`src/rtl/classifier_scheduler.sv`:
```
// Round-robin scheduler sharing one packet classifier engine among
// several ingress queues, with a watchdog that flushes a hung engine.

package classifier_pkg;

    typedef struct packed {
        logic [15:0] flow_id;
        logic [7:0]  proto;
        logic [7:0]  dport;
    } packet_s;

    typedef struct packed {
        logic        hit;
        logic [14:0] rule_id;
    } rule_s;

endpackage

module classifier_scheduler
    import classifier_pkg::*;
#(
    parameter int NUM_REQ = 4,
    parameter int PKT_W   = $bits(packet_s),
    parameter int RULE_W  = $bits(rule_s),
    parameter int ID_W    = $clog2(NUM_REQ),
    parameter int TIMEOUT = 512
) (
    input  logic                     clk,
    input  logic                     reset,
    input  logic [NUM_REQ-1:0]       req_valid,
    input  logic [NUM_REQ*PKT_W-1:0] req_packet,
    output logic [NUM_REQ-1:0]       req_ready,
    output logic [PKT_W-1:0]         clf_packet,
    output logic                     clf_valid,
    input  logic                     clf_ready,
    input  logic [RULE_W-1:0]        clf_rule,
    output logic                     clf_reset,
    output logic                     resp_valid,
    input  logic                     resp_ready,
    output logic [ID_W-1:0]          resp_id,
    output logic [RULE_W-1:0]        resp_rule,
    output logic                     resp_timeout,
    output logic [15:0]              cnt_done,
    output logic [15:0]              cnt_timeout
);

    localparam int TMR_W = $clog2(TIMEOUT);
    localparam logic [TMR_W-1:0] TMR_LAST = TMR_W'(TIMEOUT - 1);
    localparam logic [ID_W-1:0]  ID_LAST  = ID_W'(NUM_REQ - 1);
    localparam logic [ID_W:0]    SCAN_N   = (ID_W+1)'(NUM_REQ);

    typedef enum logic [2:0] {
        IDLE,
        ISSUE,
        WAIT_BUSY,
        WAIT_DONE,
        RESPOND,
        FLUSH
    } state_e;

    state_e state;
    state_e state_nxt;

    logic             flush_cnt;
    logic             flush_to;
    logic [TMR_W-1:0] timer;
    logic [ID_W-1:0]  rr_ptr;

    logic             win_found;
    logic [ID_W-1:0]  win_id;
    logic [ID_W:0]    scan;

    logic             accept;
    logic             done;
    logic             expire;
    logic             handoff;
    logic             flush_end;

    // First valid requester at or after rr_ptr, wrapping.
    always_comb begin
        win_found = 1'b0;
        win_id    = '0;
        scan      = '0;
        for (int k = 0; k < NUM_REQ; k++) begin
            scan = {1'b0, rr_ptr} + (ID_W+1)'(k);
            if (scan >= SCAN_N) begin
                scan = scan - SCAN_N;
            end
            if (!win_found && req_valid[scan[ID_W-1:0]]) begin
                win_found = 1'b1;
                win_id    = scan[ID_W-1:0];
            end
        end
    end

    always_ff @(posedge clk or negedge reset) begin
        if (!reset) begin
            state <= FLUSH;
        end else begin
            state <= state_nxt;
        end
    end

    always_comb begin
        state_nxt  = state;
        req_ready  = '0;
        clf_valid  = 1'b0;
        clf_reset  = 1'b0;
        resp_valid = 1'b0;
        accept     = 1'b0;
        done       = 1'b0;
        expire     = 1'b0;
        handoff    = 1'b0;
        flush_end  = 1'b0;
        unique case (state)
            IDLE: begin
                if (clf_ready && win_found) begin
                    accept            = 1'b1;
                    req_ready[win_id] = 1'b1;
                    state_nxt         = ISSUE;
                end
            end
            ISSUE: begin
                clf_valid = 1'b1;
                state_nxt = WAIT_BUSY;
            end
            WAIT_BUSY: begin
                if (timer == TMR_LAST) begin
                    expire    = 1'b1;
                    state_nxt = FLUSH;
                end else if (!clf_ready) begin
                    state_nxt = WAIT_DONE;
                end
            end
            WAIT_DONE: begin
                // A done landing on the expiry cycle still counts as done.
                if (clf_ready) begin
                    done      = 1'b1;
                    state_nxt = RESPOND;
                end else if (timer == TMR_LAST) begin
                    expire    = 1'b1;
                    state_nxt = FLUSH;
                end
            end
            RESPOND: begin
                resp_valid = 1'b1;
                if (resp_ready) begin
                    handoff   = 1'b1;
                    state_nxt = IDLE;
                end
            end
            FLUSH: begin
                clf_reset = 1'b1;
                if (flush_cnt) begin
                    flush_end = 1'b1;
                    state_nxt = flush_to ? RESPOND : IDLE;
                end
            end
            default: begin
                state_nxt = FLUSH;
            end
        endcase
    end

    always_ff @(posedge clk or negedge reset) begin
        if (!reset) begin
            flush_cnt    <= 1'b0;
            flush_to     <= 1'b0;
            timer        <= '0;
            rr_ptr       <= '0;
            clf_packet   <= '0;
            resp_id      <= '0;
            resp_rule    <= '0;
            resp_timeout <= 1'b0;
            cnt_done     <= '0;
            cnt_timeout  <= '0;
        end else begin
            flush_cnt <= (state == FLUSH) ? ~flush_cnt : 1'b0;

            if (accept) begin
                clf_packet <= req_packet[win_id*PKT_W +: PKT_W];
                resp_id    <= win_id;
            end

            if (state == ISSUE) begin
                timer <= '0;
            end else if (state == WAIT_BUSY || state == WAIT_DONE) begin
                timer <= timer + 1'b1;
            end

            if (done) begin
                resp_rule    <= clf_rule;
                resp_timeout <= 1'b0;
                if (cnt_done != 16'hFFFF) begin
                    cnt_done <= cnt_done + 16'd1;
                end
            end

            if (expire) begin
                resp_rule    <= '0;
                resp_timeout <= 1'b1;
                flush_to     <= 1'b1;
                if (cnt_timeout != 16'hFFFF) begin
                    cnt_timeout <= cnt_timeout + 16'd1;
                end
            end

            if (flush_end) begin
                flush_to <= 1'b0;
            end

            if (handoff) begin
                rr_ptr <= (resp_id == ID_LAST) ? '0 : resp_id + 1'b1;
            end
        end
    end

endmodule

```
`config.mk`:
```
export PLATFORM = sky130hd
export DESIGN_NAME = classifier_scheduler
export DESIGN_NICKNAME = d
export VERILOG_FILES = /design/src/rtl/classifier_scheduler.sv
export SDC_FILE = /design/constraint.sdc
export NUM_CORES = 1
export LEC_CHECK = 0
export ABC_AREA = 1
export CAP_MARGIN = 10
export CORE_UTILIZATION = 48
export DETAILED_ROUTE_END_ITERATION = 6
export MAX_ROUTING_LAYER = met4
export PLACE_DENSITY = 0.88
export SYNTH_ARGS = -nofsm -noshare
export SYNTH_HDL_FRONTEND = slang
export SYNTH_SLANG_ARGS = --single-unit
```
`constraint.sdc`:
```
create_clock -name clk -period 5.7 [get_ports clk]
set_clock_uncertainty 0.15 [all_clocks]
set_input_delay 1.14 -clock clk [delete_from_list [all_inputs] [get_ports clk]]
set_output_delay 1.14 -clock clk [all_outputs]
set_load 0.005 [all_outputs]
```
==> metrics.yaml <==
status: "completed"
rows: 40
use_met3: 0.06429
vias: 6206
core_area_um2: 12060
grt_max_degree: 78
yosysTopAreaCellShare: 0.4056
finalSetupViolCount: 0
gp_congestion: 0.9281
post-route-period-util: 0.8432
cts_buffers: 9
required_ns: 4.41
grtUsageMet2: 0.4841
reg2regPathDepth: 12
area_delta_synth_final_pct: 46.06
critPathMaxFanout: 34
yosysUniqueCellTypes: 40
grt_use_total: 0.2791
synth_adder_area_share: 0.01254
cts_max_level: 3
relSlewSlack: 0.4439
total_power_mw: 3.783
yosysSeqAreaShare: 0.4144
timing.rr.start: "rr_ptr[0]"
nets: 1219
worstSetupStartpointType: "input port"
hold_ws_ns: 0.3255
syn_nets: 993
use_met1: 0.3127
clock_latency_ns: 0.34
multi_input_area_um2: 2899
max-vdd-ir-drop_mv: 0.3118
wl_per_cell_um: 13.96
cts_root_buf: "clkbuf_16"
r2r-end: "clf_packet[1]"
min_from: "flush_cnt"
cap_violations: 0
synth_top_family_by_area: "simple AND/OR/NAND/NOR gates"
fp.dieArea_um2: 12920
cts_tree: "done"
place_area_um2: 8436
initial_core_util: 0.4962
synth_xor_area_frac: 0.04244
hold_path.class: "register to register"
avgSynthCellArea_um2: 7.167
routed_via_density: 5.029
fmax_mhz: 208.1
reg2reg_slack_ns: 2.71
cp-end-kind: "primary output"
finalSetupTns_ns: 0
numPortBuffers: 241
tightest_slew_ns: 0.8342
rsz0062_at_grt: "false"
route.detailed.drc: 0
n_antenna_cell: 0
slew_viol_final: 0
yosys_warnings: 0
final_area_um2: 8741
synthCells: 835
setup.worst_path.end: "req_ready[3]"
finalHoldViolCount: 0
cts.path.max_buffers: 2
antenna_found_initial: 0
synthMuxAreaShare: 0.001882
regArea_um2: 2480
yosys.area_share.simple: 0.3837
holdBufCountCts: 0
clkTransAtPathRegs_ns: 0.07
top_usage_layer: "met2"
fin_crit_ns: 4.806
drt_iter0_drc: 406
grt_pass1_vias: 5875
p_leak_nw: 4.247
die_y_um: 113.7
fillers: 965
grt_overflow: 0
synth-compound-area-share: 0.04391
drtAntennaViolNets: 0
cp-startpoint: "req_valid[3]"
path_class: "input port to primary output"
clock-sinks: 99
yosysTopAreaCell: "dfrtp_1"
die_x_um: 113.7
grt_first_pass_wirelength_um: 27510
synth-seq-cells: 99
detailed_place_hpwl_um: 13060
drive_gt1_frac: 0.05159
netlist_area_um2: 5984
postCtsSetupRepairBufs: 0
power_density_nw_per_um2: 432.7
synthTopCellsByArea: "dfrtp_1 41%, nand2_1 19%, nand3_1 8.8%"
dr.pass1.iters: 5
ios: 242
drt-total-wl_um: 17220
worstPathArrival_ns: 3.52
post_cts_resized: 0
worst min-delay path by stage:
stage               endpoint  slack [ns]  depth (start not counted)
2_1_floorplan      flush_cnt        0.28                          1
6_report           flush_cnt        0.33                          1
3_3_place_gp    resp_timeout        0.31                          1
4_1_cts            flush_cnt        0.33                          1
3_5_place_dp   clf_packet[3]        0.31                          2
5_1_grt            flush_cnt        0.34                          1
kinds of logic (layout without fill, tap and decap cells):
kind of cell | count (synthesis) | after routing
adders and majority gates | 6 | 6
buffers and inverters | 138 | 369
AOI/OAI and AO/OA | 47 | 47
xor gates and xnor gates | 29 | 29
muxes | 1 | 1
DFF | 99 | 99
and+or+nand+nor | 515 | 515
final cells by class:
type | count | share of cell area
clock buffers | 11 | 0.02777
clock inverters | 5 | 0.007157
inverters | 109 | 0.04738
multi-input cells | 598 | 0.3317
flip-flops and latches | 99 | 0.2837
well taps | 168 | 0.02405
repair buffers | 244 | 0.2783
stage by stage:
stage | worst slack [ns] | instances | util
floorplan | 2.135 | 835 | -
global placement | 0.9509 | 1218 | 0.6994
detailed placement | 0.8869 | 1218 | 0.6994
CTS | 0.8889 | 1234 | 0.7247
global route | 0.7012 | 1234 | 0.7247
finish | 0.8938 | 1234 | 0.7247
power breakdown:
| part | switching, mW | internal [mW] |
|---|---|---|
| clock | 0.267 | 0.354 |
| sequential | 0.152 | 0.919 |
| combinational | 1.22 | 0.871 |
placed cells by master, fill, tap and decap left out, types with 2 or more instances in the layout:
cell             count
nand2_4              3
nand3_2              4
clkdlybuf4s50_1    240
clkbuf_16            9
ha_1                 6
inv_1              100
clkinv_4             2
nor2_1              37
nand2_2              8
buf_4                4
xor2_1              16
dfstp_2              2
nor4_1               4
inv_2                6
o21ai_1              2
nand3_1            105
a21oi_1             27
a31oi_1              2
clkinv_2             2
nand4_1              7
nor2_4               4
o21ai_0             11
nand3b_1            10
xnor2_1             13
dfrtp_1             97
clkinvlp_4           2
nor3_1              10
nand2_1            305
or2_0               13
sequential cells by signal (all words and copies together) (netlist names):
register,flops
rr_ptr,2
flush_to,1
resp_timeout,1
timer,9
clf_packet,32
resp_rule,16
state,3
cnt_done,16
resp_id,2
cnt_timeout,16
flush_cnt,1
metal layers:
metal,routed length (um),share of wire
met3,1447,0.084
met5,0,0
met1,6739,0.39
met2,8594,0.50
met4,440,0.026
synth_stat cells (all sizes together):
cell    instances
clkinv          2
a32o            1
buf            25
a311oi          1
nor3           11
a21oi          27
nor4            4
dfrtp          97
or2            14
a21o            1
nand3         109
dfstp           2
nor2           42
ha              6
o31ai           1
xor2           16
nand4           8
nand2         316
a31oi           2
clkbuf          4
mux2            1
xnor2          13
inv           107
nand3b         10
o21ai          14
nor3b           1
worst max-delay path, stage by stage:
cell and delay (ns):
clkdlybuf4s50_1 0.42, inv_1 0.08, nand2_1 0.08, nand3_2 0.11
nand2_2 0.09, nor2_4 0.15, nand3_2 0.11, nand2_4 0.19
nand2_4 0.09, inv_4 0.29, nand2_1 0.16, nor2_1 0.11
clkdlybuf4s50_1 0.50
Note: power is estimated with default switching activity, not from simulation.
